### src/rtl/block_relay_buffer_pkg.sv
// Shared constants and occupancy-state encoding for the block relay buffer.
package block_relay_buffer_pkg;

    localparam int WSIZE_DEF       = 32;
    localparam int WORDS_PER_BLOCK = 4;
    localparam int BSIZE_DEF       = WSIZE_DEF * WORDS_PER_BLOCK;

    typedef enum logic [1:0] {
        OCC_EMPTY   = 2'd0,
        OCC_PARTIAL = 2'd1,
        OCC_FULL    = 2'd2
    } occ_state_t;

endpackage

### src/rtl/block_word_swapper.sv
// Combinational reversal of the four words in a block, selected by swap.
module block_word_swapper
    import block_relay_buffer_pkg::*;
#(
    parameter int WSIZE = WSIZE_DEF,
    parameter int BSIZE = WSIZE * WORDS_PER_BLOCK
) (
    input  logic [BSIZE-1:0] block_in,
    input  logic             swap,
    output logic [BSIZE-1:0] block_out
);

    logic [BSIZE-1:0] reversed;

    genvar w;
    generate
        for (w = 0; w < WORDS_PER_BLOCK; w++) begin : g_word
            assign reversed[w*WSIZE +: WSIZE] =
                block_in[(WORDS_PER_BLOCK-1-w)*WSIZE +: WSIZE];
        end
    endgenerate

    assign block_out = swap ? reversed : block_in;

endmodule

### src/rtl/block_relay_buffer.sv
// Small block FIFO between an upstream block producer and a downstream consumer,
// with optional word reversal on write, pop counter and sticky overrun flag.
module block_relay_buffer
    import block_relay_buffer_pkg::*;
#(
    parameter int WSIZE = WSIZE_DEF,
    parameter int BSIZE = WSIZE * WORDS_PER_BLOCK,
    parameter int DEPTH = 2
) (
    input  logic                     clock,
    input  logic                     reset,
    input  logic [BSIZE-1:0]         block_in,
    input  logic                     block_in_ready,
    output logic                     block_in_hold,
    output logic [BSIZE-1:0]         block_out,
    output logic                     block_out_ready,
    input  logic                     pull_block,
    input  logic                     word_swap,
    output logic [$clog2(DEPTH):0]   occupancy,
    output logic [15:0]              block_count,
    output logic                     overrun
);

    localparam int PW = $clog2(DEPTH);
    localparam int OW = PW + 1;

    logic [BSIZE-1:0] slots [DEPTH];
    logic [PW-1:0]    wr_ptr;
    logic [PW-1:0]    rd_ptr;
    logic [BSIZE-1:0] swapped;
    logic [OW-1:0]    occ_next;
    logic             push;
    logic             pop;
    logic             hold_next;
    occ_state_t       state;
    occ_state_t       state_next;

    block_word_swapper #(
        .WSIZE (WSIZE),
        .BSIZE (BSIZE)
    ) u_swapper (
        .block_in  (block_in),
        .swap      (word_swap),
        .block_out (swapped)
    );

    assign block_out_ready = (occupancy != '0);
    assign block_out       = slots[rd_ptr];
    // Hold already reflects a full buffer, so a pop on the same edge cannot open a push slot.
    assign push            = block_in_ready && !block_in_hold;
    assign pop             = block_out_ready && pull_block;

    always_comb begin
        occ_next   = occupancy;
        state_next = state;
        hold_next  = 1'b0;
        case ({push, pop})
            2'b10:   occ_next = occupancy + OW'(1);
            2'b01:   occ_next = occupancy - OW'(1);
            default: occ_next = occupancy;
        endcase
        case (state)
            OCC_EMPTY: begin
                if (push && !pop)
                    state_next = OCC_PARTIAL;
            end
            OCC_PARTIAL: begin
                if (push && !pop && occupancy == OW'(DEPTH - 1))
                    state_next = OCC_FULL;
                else if (pop && !push && occupancy == OW'(1))
                    state_next = OCC_EMPTY;
            end
            OCC_FULL: begin
                if (pop && !push)
                    state_next = OCC_PARTIAL;
            end
            default: state_next = OCC_EMPTY;
        endcase
        hold_next = (state_next == OCC_FULL);
    end

    always_ff @(posedge clock) begin
        if (reset) begin
            state         <= OCC_EMPTY;
            occupancy     <= '0;
            wr_ptr        <= '0;
            rd_ptr        <= '0;
            block_count   <= '0;
            overrun       <= 1'b0;
            block_in_hold <= 1'b0;
        end else begin
            state         <= state_next;
            occupancy     <= occ_next;
            block_in_hold <= hold_next;
            if (push)
                wr_ptr <= wr_ptr + PW'(1);
            if (pop) begin
                rd_ptr      <= rd_ptr + PW'(1);
                block_count <= block_count + 16'd1;
            end
            if (block_in_ready && block_in_hold)
                overrun <= 1'b1;
        end
    end

    // Slot contents carry no reset; stale data is never visible while empty.
    always_ff @(posedge clock) begin
        if (!reset && push)
            slots[wr_ptr] <= swapped;
    end

endmodule
### config.mk
export PLATFORM = sky130hd
export DESIGN_NAME = block_relay_buffer
export DESIGN_NICKNAME = d
export VERILOG_FILES = /design/src/rtl/block_relay_buffer_pkg.sv /design/src/rtl/block_word_swapper.sv /design/src/rtl/block_relay_buffer.sv
export SDC_FILE = /design/constraint.sdc
export NUM_CORES = 1
export LEC_CHECK = 0
export BUFFER_PORTS_ARGS = -buffer_cell sky130_fd_sc_hd__buf_2
export CAP_MARGIN = 20
export CORE_UTILIZATION = 53
export CTS_CLUSTER_DIAMETER = 60
export DETAILED_ROUTE_END_ITERATION = 10
export HOLD_SLACK_MARGIN = 0.15
export PLACE_DENSITY = 0.77
export SLEW_MARGIN = 20
export SYNTH_ARGS = -nofsm -noshare
export SYNTH_HDL_FRONTEND = slang
export SYNTH_SLANG_ARGS = --single-unit
### constraint.sdc
create_clock -name clock -period 23.6 [get_ports clock]
set_input_delay 4.72 -clock clock [delete_from_list [all_inputs] [get_ports clock]]
set_output_delay 4.72 -clock clock [all_outputs]
set_load 0.1 [all_outputs]
### After elaboration in Yosys (flattened, before gate mapping)

Memory sizes are Yosys's and may differ from the RTL's. A register that Yosys moved wholly into a read port is not among the register bits.
Index checks and enable logic that the tools add are counted.
Widths: inputs -> output; s select.

* flip-flop bits (word level): 24
* latch bits: 0
* RAM bits: 256
* ROM bits: 0
* bits of input ports: 133
* output and inout port bits: 149
* memories: 1

* add/sub/neg operators: 5
* multiply operators: 0
* divide/modulo/power cells: 0
* order comparisons: 0
* equality and inequality tests: 6
* shifts and indexed selects: 0
* mux-type cells: 11
* bitwise operators: 0
* reductions and logical operators: 15

Memories
* slots: depth 2, width 128, read ports 1, clocked after memory_dff 1, write ports 1, RTL line block_relay_buffer.sv:27 `logic [BSIZE-1:0] slots [DEPTH];`

Operators with widths (number)
* $mux 128: 1
* $add 16x1->16 const B: 1
* $logic_and 1x1->1: 8
* $mux 2: 4
* $eq 2x1->1 const B: 3
* $eq 2x2->1 const B: 3
* $pmux 2 s3: 1
* $logic_not 1->1: 4
* $mux 1: 4
* $pmux 2 s2: 1
* $reduce_bool 2->1: 2
* $add 1x1->1 const B: 2
* $add 2x1->2 const B: 1
* $logic_not 2->1: 1
* $sub 2x1->2 const B: 1

### Depth between registers and ports, before layout

Gate-level depths: netlist (run 1).

* depth in word-level cells: 9
* depth in mapped cells: 10

### Cells and area by module

Synthesis (run 1) repeated with hierarchy kept, for this count alone.

* cell total of the unflattened synthesis: 662
* area, all modules: 11944.0 µm²

By module, submodules not included
* block_relay_buffer: instances 1, cells each 520, area each 10324.9 µm², sequential area each 8187.9 µm²
* block_word_swapper: instances 1, cells each 142, area each 1619.1 µm², sequential area each 0.0 µm²

### Least setup slack after synthesis (run 1)

Ideal clock, no wire load.

* path type: input-to-reg
* from: input reset
* to: memory slots[1][0] (netlist name) (enable)
* arrival: 14249 ps
* required time: 22802 ps
* slack: 8552 ps
* cell stages on the path: 2
* buffers on the path: 1
* cells stage by stage: clkbuf_1 -> nor3b_1

* cells in the longest elaborated chain, start to end: 4

RTL lines
* start, declared: RTL line block_relay_buffer.sv:11 `input logic reset,`
* $logic_not 1->1: RTL line block_relay_buffer.sv:108 `if (!reset && push)`
* $logic_and 1x1->1: RTL line block_relay_buffer.sv:108
* $mux 1: RTL line block_relay_buffer.sv:108
* $mux 1 (not written as such): RTL line block_relay_buffer.sv:109 `slots[wr_ptr] <= swapped;`
* end, declared: RTL line block_relay_buffer.sv:27

No other way between the ends.

==> results.sh, run 1 <==
export IMPL_antenna_left=0
export IMPL_syn_area_sq_um=11900
export IMPL_maxCapViolCount=0
export IMPL_overflow=0
export IMPL_max_vdd_ir_drop_v=0.0000920
export IMPL_r2r_end="slots[1][5]$_DFFE_PP_"
export IMPL_endpoint_kind="output pin"
export IMPL_vias=6713
export IMPL_wl_microns=23300
export IMPL_power_total_mw=1.66
export IMPL_grt_pass1_wl_microns=33600
export IMPL_clk_path_buf_depth=3
export IMPL_die_y_microns=152
export IMPL_holdPathStages=2
export IMPL_layout_worst_path_cycle_share=0.330
export IMPL_tritoncts="done"
export IMPL_crit_required_ns=18.88
export IMPL_finalHoldViolations=0
export IMPL_wl_per_cell_microns=18.6
export IMPL_r2r_cells=3
export IMPL_synthFlopType="edfxtp_1"
export IMPL_finClkSkew_ns=0.00890
export IMPL_setup_viol=0
export IMPL_status="completed"
export IMPL_cts_root_buf="clkbuf_16"
export IMPL_io_buffers=281
export IMPL_synthTopCellsByArea="edfxtp_1 65%, mux2_2 24%, dfxtp_1 4.2%, buf_2 1.1%, nor2_1 0.79%"
export IMPL_dp_hpwl_microns=15200
export IMPL_synth_edf_count=256
export IMPL_clk_insertion_delay_late_ns=0.53
export IMPL_track_usage=0.191
export IMPL_fp_dieW_microns=152
export IMPL_synth_commonest_cells="257 x mux2_2, 256 x edfxtp_1, 26 x buf_2"
export IMPL_grt_max_degree=76
export IMPL_async_flop_share=0
export IMPL_antenna_found_initial=4
export IMPL_worst_slew_pin_slew_ns=1.01
export IMPL_post_cts_setup_buffer_count=0
export IMPL_die_area_sq_um=23000
export IMPL_min_from="overrun$_SDFFE_PP0P_"
export IMPL_path_clk_slew_ns=0.06
export IMPL_hold_path_class="reg -> reg"
export IMPL_area_growth_pct=21.4
export IMPL_nets=1086
export IMPL_reg2reg_from="block_in_hold$_SDFF_PP0_"
export IMPL_rsz0062_at_grt="no"
export IMPL_ys_ff_latch=281
export IMPL_syn_nets=801
export IMPL_postSynthAreaPerCell_sq_um=17.9
export IMPL_holdPathEnd="overrun$_SDFFE_PP0P_"
export IMPL_crit_type="reg -> out"
export IMPL_powerDensity_nw_per_um2=115
export IMPL_seq_area_frac_synth=0.690
export IMPL_maxSlewViolCount=0
export IMPL_cp_max_fo=74
export IMPL_layout_drive_gt1_share=0.609
export IMPL_drtIter0Drc=261
export IMPL_fin_util=0.658
export IMPL_first_pass_iters=4
export IMPL_nFillCells=1618
export IMPL_yosysMostFrequentCell="mux2_2"
export IMPL_coreArea_sq_um=21900
export IMPL_synth_top_area_share=0.648
export IMPL_cts_sinks=281
export IMPL_fmax_ghz=0.128
export IMPL_initial_core_util=0.542
export IMPL_setup_tns_final_ns=0
export IMPL_synth_warning_count=0
export IMPL_cts_buffers=28
export IMPL_synth_cell_types=32
export IMPL_gp_congestion=0.760
export IMPL_top_level_ports=282
export IMPL_cts_htree_levels=1
export IMPL_viasPerCell=5.36
export IMPL_leakage_nw=5.38
export IMPL_slew_headroom=0.327
export IMPL_start_kind="flip-flop"
export IMPL_r2r_slack_ns=20.93
export IMPL_drc=0
export IMPL_grt_pass1_vias=6640
export IMPL_cts_resized=0
export IMPL_layout_min_cycle_time_ns=7.78
export IMPL_cts_hold_buf=0
export IMPL_fp_row_count=54
export IMPL_worstPathArrival_ns=3.06
export IMPL_synth_top_cell_by_area="edfxtp_1"
export IMPL_synth_cells=663
flip-flops by register name, indices dropped and copies added (netlist names), named ones only:
signal / flops
slots: 256
block_count: 16
occupancy: 2
state: 2
block_in_hold: 1
overrun: 1
rd_ptr: 1
wr_ptr: 1
stage by stage:
stage               std cells  area, sq um  setup WS (ns)  hold slack (ns)
floorplan                 663        11900           8.55            0.481
global placement         1198        13500          16.27            0.448
detailed placement       1198        13500          16.21            0.467
CTS                      1250        14400          15.73            0.484
global route             1251        14400          15.58            0.516
finish                   1252        14400          15.82            0.474
routing by layer:
| metal | track usage | routed length, microns | up-vias |
|---|---|---|---|
| li1 | - | - | 3131 |
| met1 | 0.217 | 8830 | 3305 |
| met2 | 0.342 | 11900 | 220 |
| met3 | 0.0542 | 1820 | 51 |
| met4 | 0.0683 | 707 | 6 |
| met5 | 0 | 37 | - |
layout make-up:
| cell class | count | area (sq um) | area share |
|---|---|---|---|
| diodes | 2 | 5.00 | 0.000347 |
| clock buffers | 34 | 744 | 0.0517 |
| clock inverters | 18 | 111 | 0.00773 |
| inverters | 7 | 26.3 | 0.00182 |
| multi-input cells | 343 | 3520 | 0.245 |
| flip-flops and latches | 281 | 8190 | 0.569 |
| well taps | 280 | 350 | 0.0243 |
| repair buffers | 287 | 1450 | 0.101 |
report_power, final:
part	switching, mW	internal [mW]
Sequential	0.0260	0.578
Clock	0.176	0.234
Combinational	0.513	0.133
worst max-delay path by stage:
stage,start,endpoint,slack [ns],cells after the start
global placement,flip-flop,block_out[20],16.27,3
global route,flip-flop,block_out[5],15.58,3
CTS,flip-flop,block_out[5],15.73,3
detailed placement,reset,slots[1][123]$_DFFE_PP_,16.21,3
floorplan,reset,slots[1][0]$_DFFE_PP_,8.55,2
finish,flip-flop,block_out[5],15.82,3
worst max-delay path: stages (launching register included):
cell and delay [ns]:
dfxtp_4 1.00, buf_4 0.73, mux2_2 0.32, buf_2 0.43
placed cells by master, fill, tap and decap left out, drive strengths merged, types with 7 or more instances in the layout:
cell    instances
clkbuf         34
xor2            8
clkinv         16
xnor2           9
nor2           25
inv             7
edfxtp        256
mux2          258
buf           287
dfxtp          25
cell families (layout without fill, tap and decap cells):
family                     after synthesis  in the layout  synth area share
AOI/OAI and AO/OA                        7              7           0.00369
xor gates and xnor gates                17             17            0.0125
adders and majority gates                5              5           0.00527
buffers and inverters                   39            346            0.0151
DFF                                    281            281             0.690
muxes                                  259            259             0.246
other                                    0              2                 0
and+or+nand+nor                         55             55            0.0274
No activity file was read; power rests on OpenSTA's default activity.
==> inputs of run 2 (changes only) <==
Clock period 23.6 ns to 8 ns, I/O delays scaled along.
==> results.sh, run 2 (synthesis results as in run 1) <==
export IMPL_grt_pass1_wl_microns=34800
export IMPL_reg_top3="slots (256), block_count (16)"
export IMPL_maxCapViolCount=0
export IMPL_post_cts_setup_buffer_count=0
export IMPL_die_y_microns=152
export IMPL_track_usage=0.198
export IMPL_pwr_share_seq=0.356
export IMPL_finClkSkew_ns=0.00660
export IMPL_antenna_found_initial=2
export IMPL_hold_path_class="reg -> reg"
export IMPL_clk_path_buf_depth=3
export IMPL_cp_max_fo=66
export IMPL_finalHoldViolations=0
export IMPL_slew_headroom=0.336
export IMPL_fin_ws_ns=3.30
export IMPL_largest_register_ffs=256
export IMPL_rsz0062_at_grt="no"
export IMPL_die_area_sq_um=23000
export IMPL_layout_worst_path_cycle_share=0.587
export IMPL_final_cell_mix="280 x buf_2, 257 x mux2_2, 256 x edfxtp_1, 30 x clkbuf_16, 25 x nor2_1"
export IMPL_cts_sinks=281
export IMPL_crit_required_ns=6.40
export IMPL_first_pass_iters=4
export IMPL_cts_resized=0
export IMPL_wl_microns=23700
export IMPL_combPwrFrac=0.382
export IMPL_setup_tns_final_ns=0
export IMPL_nFillCells=1575
export IMPL_dp_hpwl_microns=15400
export IMPL_cts_htree_levels=1
export IMPL_setup_viol=0
export IMPL_grt_pass1_vias=6703
export IMPL_path_clk_slew_ns=0.06
export IMPL_area_growth_pct=22.1
export IMPL_worst_slew_pin_slew_ns=0.996
export IMPL_worstPathArrival_ns=3.10
export IMPL_clkPwrFrac=0.263
export IMPL_gp_congestion=0.755
export IMPL_start_kind="flip-flop"
export IMPL_vias=6630
export IMPL_fp_dieW_microns=152
export IMPL_top_level_ports=282
export IMPL_viasPerCell=5.30
export IMPL_grt_max_degree=72
export IMPL_io_buffers=281
export IMPL_p_sw_frac=0.423
export IMPL_cts_root_buf="clkbuf_16"
export IMPL_endpoint_kind="output pin"
export IMPL_coreArea_sq_um=21900
export IMPL_tritoncts="done"
export IMPL_cts_buffers=28
export IMPL_power_switching_mw=2.12
export IMPL_layout_min_cycle_time_ns=4.70
export IMPL_crit_type="reg -> out"
export IMPL_maxSlewViolCount=0
export IMPL_layout_drive_gt1_share=0.614
export IMPL_leakage_nw=5.42
export IMPL_initial_core_util=0.542
export IMPL_layout_commonest_cell="buf_2"
export IMPL_status="completed"
export IMPL_cts_hold_buf=0
export IMPL_drtIter0Drc=305
export IMPL_top_register="slots"
export IMPL_seqCellArea_sq_um=8190
export IMPL_overflow=0
export IMPL_fp_row_count=54
export IMPL_nets=1086
export IMPL_fmax_ghz=0.213
export IMPL_drc=0
export IMPL_dpl_worst_slack_ns=3.81
export IMPL_max_vdd_ir_drop_v=0.000329
export IMPL_antenna_left=0
export IMPL_p_int_mw=2.88
export IMPL_multi_input_area_sq_um=3520
export IMPL_wl_per_cell_microns=19.0
export IMPL_clk_insertion_delay_late_ns=0.53
export IMPL_powerDensity_nw_per_um2=345
-- run 2: changes by cell type in the layout (fill, tap and decap cells not counted), sizes merged --
cell,delta
bufinv,+1
clkinv,-7
clkbuf,+6
-- run 2: path summary, 6_finish.rpt --
kind	startpoint	endpoint	slack, ns	cells past startpoint
hold reg to reg	overrun$_SDFFE_PP0P_	overrun$_SDFFE_PP0P_	0.47	2
hold / removal	overrun$_SDFFE_PP0P_	overrun$_SDFFE_PP0P_	0.47	2
setup / recovery	flip-flop	block_out[66]	3.30	3
setup reg to reg	block_in_hold$_SDFF_PP0_	slots[1][35]$_DFFE_PP_	5.90	3
-- run 2: cell type report --
| class | count | share of cell area |
|---|---|---|
| Sequential cell | 281 | 0.565 |
| Multi-Input combinational cell | 343 | 0.243 |
| Antenna cell | 2 | 0.000345 |
| Inverter | 7 | 0.00181 |
| Clock inverter | 12 | 0.00760 |
| Tap cell | 280 | 0.0242 |
| Timing Repair Buffer | 287 | 0.100 |
| Clock buffer | 40 | 0.0572 |
-- run 2: worst max-delay path, stage by stage (launching register included) --
cell and delay [ns]:
dfxtp_4 0.91, buf_4 0.77, mux2_2 0.34, buf_2 0.43
-- run 2: per-layer routing --
layer  GRT usage  up-vias  wire [microns]
met1       0.235     3226            9370
li1            -     3144               -
met3      0.0458       55            1510
met4      0.0861        2             845
met2       0.344      203           12000
met5           0        -              13
-- run 2: power groups by stage --
stage                     combinational (mW)  sequential, mW  clock [mW]
after global routing                    1.97            1.79        1.38
after CTS                               1.92            1.78        1.33
final                                   1.91            1.78        1.31
after floorplan                         1.63            1.82           0
after global placement                  1.90            1.81           0
after detailed placement                1.91            1.81           0
-- run 2: per-stage QoR --
step / power [mW] / cells / instance area, sq um / hold slack, ns / utilization
floorplan: 3.45 / 663 / 11900 / 0.481 / -
global placement: 3.71 / 1198 / 13500 / 0.448 / 0.619
detailed placement: 3.72 / 1198 / 13500 / 0.458 / 0.619
CTS: 5.03 / 1250 / 14500 / 0.473 / 0.662
global route: 5.15 / 1251 / 14500 / 0.538 / 0.662
finish: 5.00 / 1252 / 14500 / 0.474 / 0.662
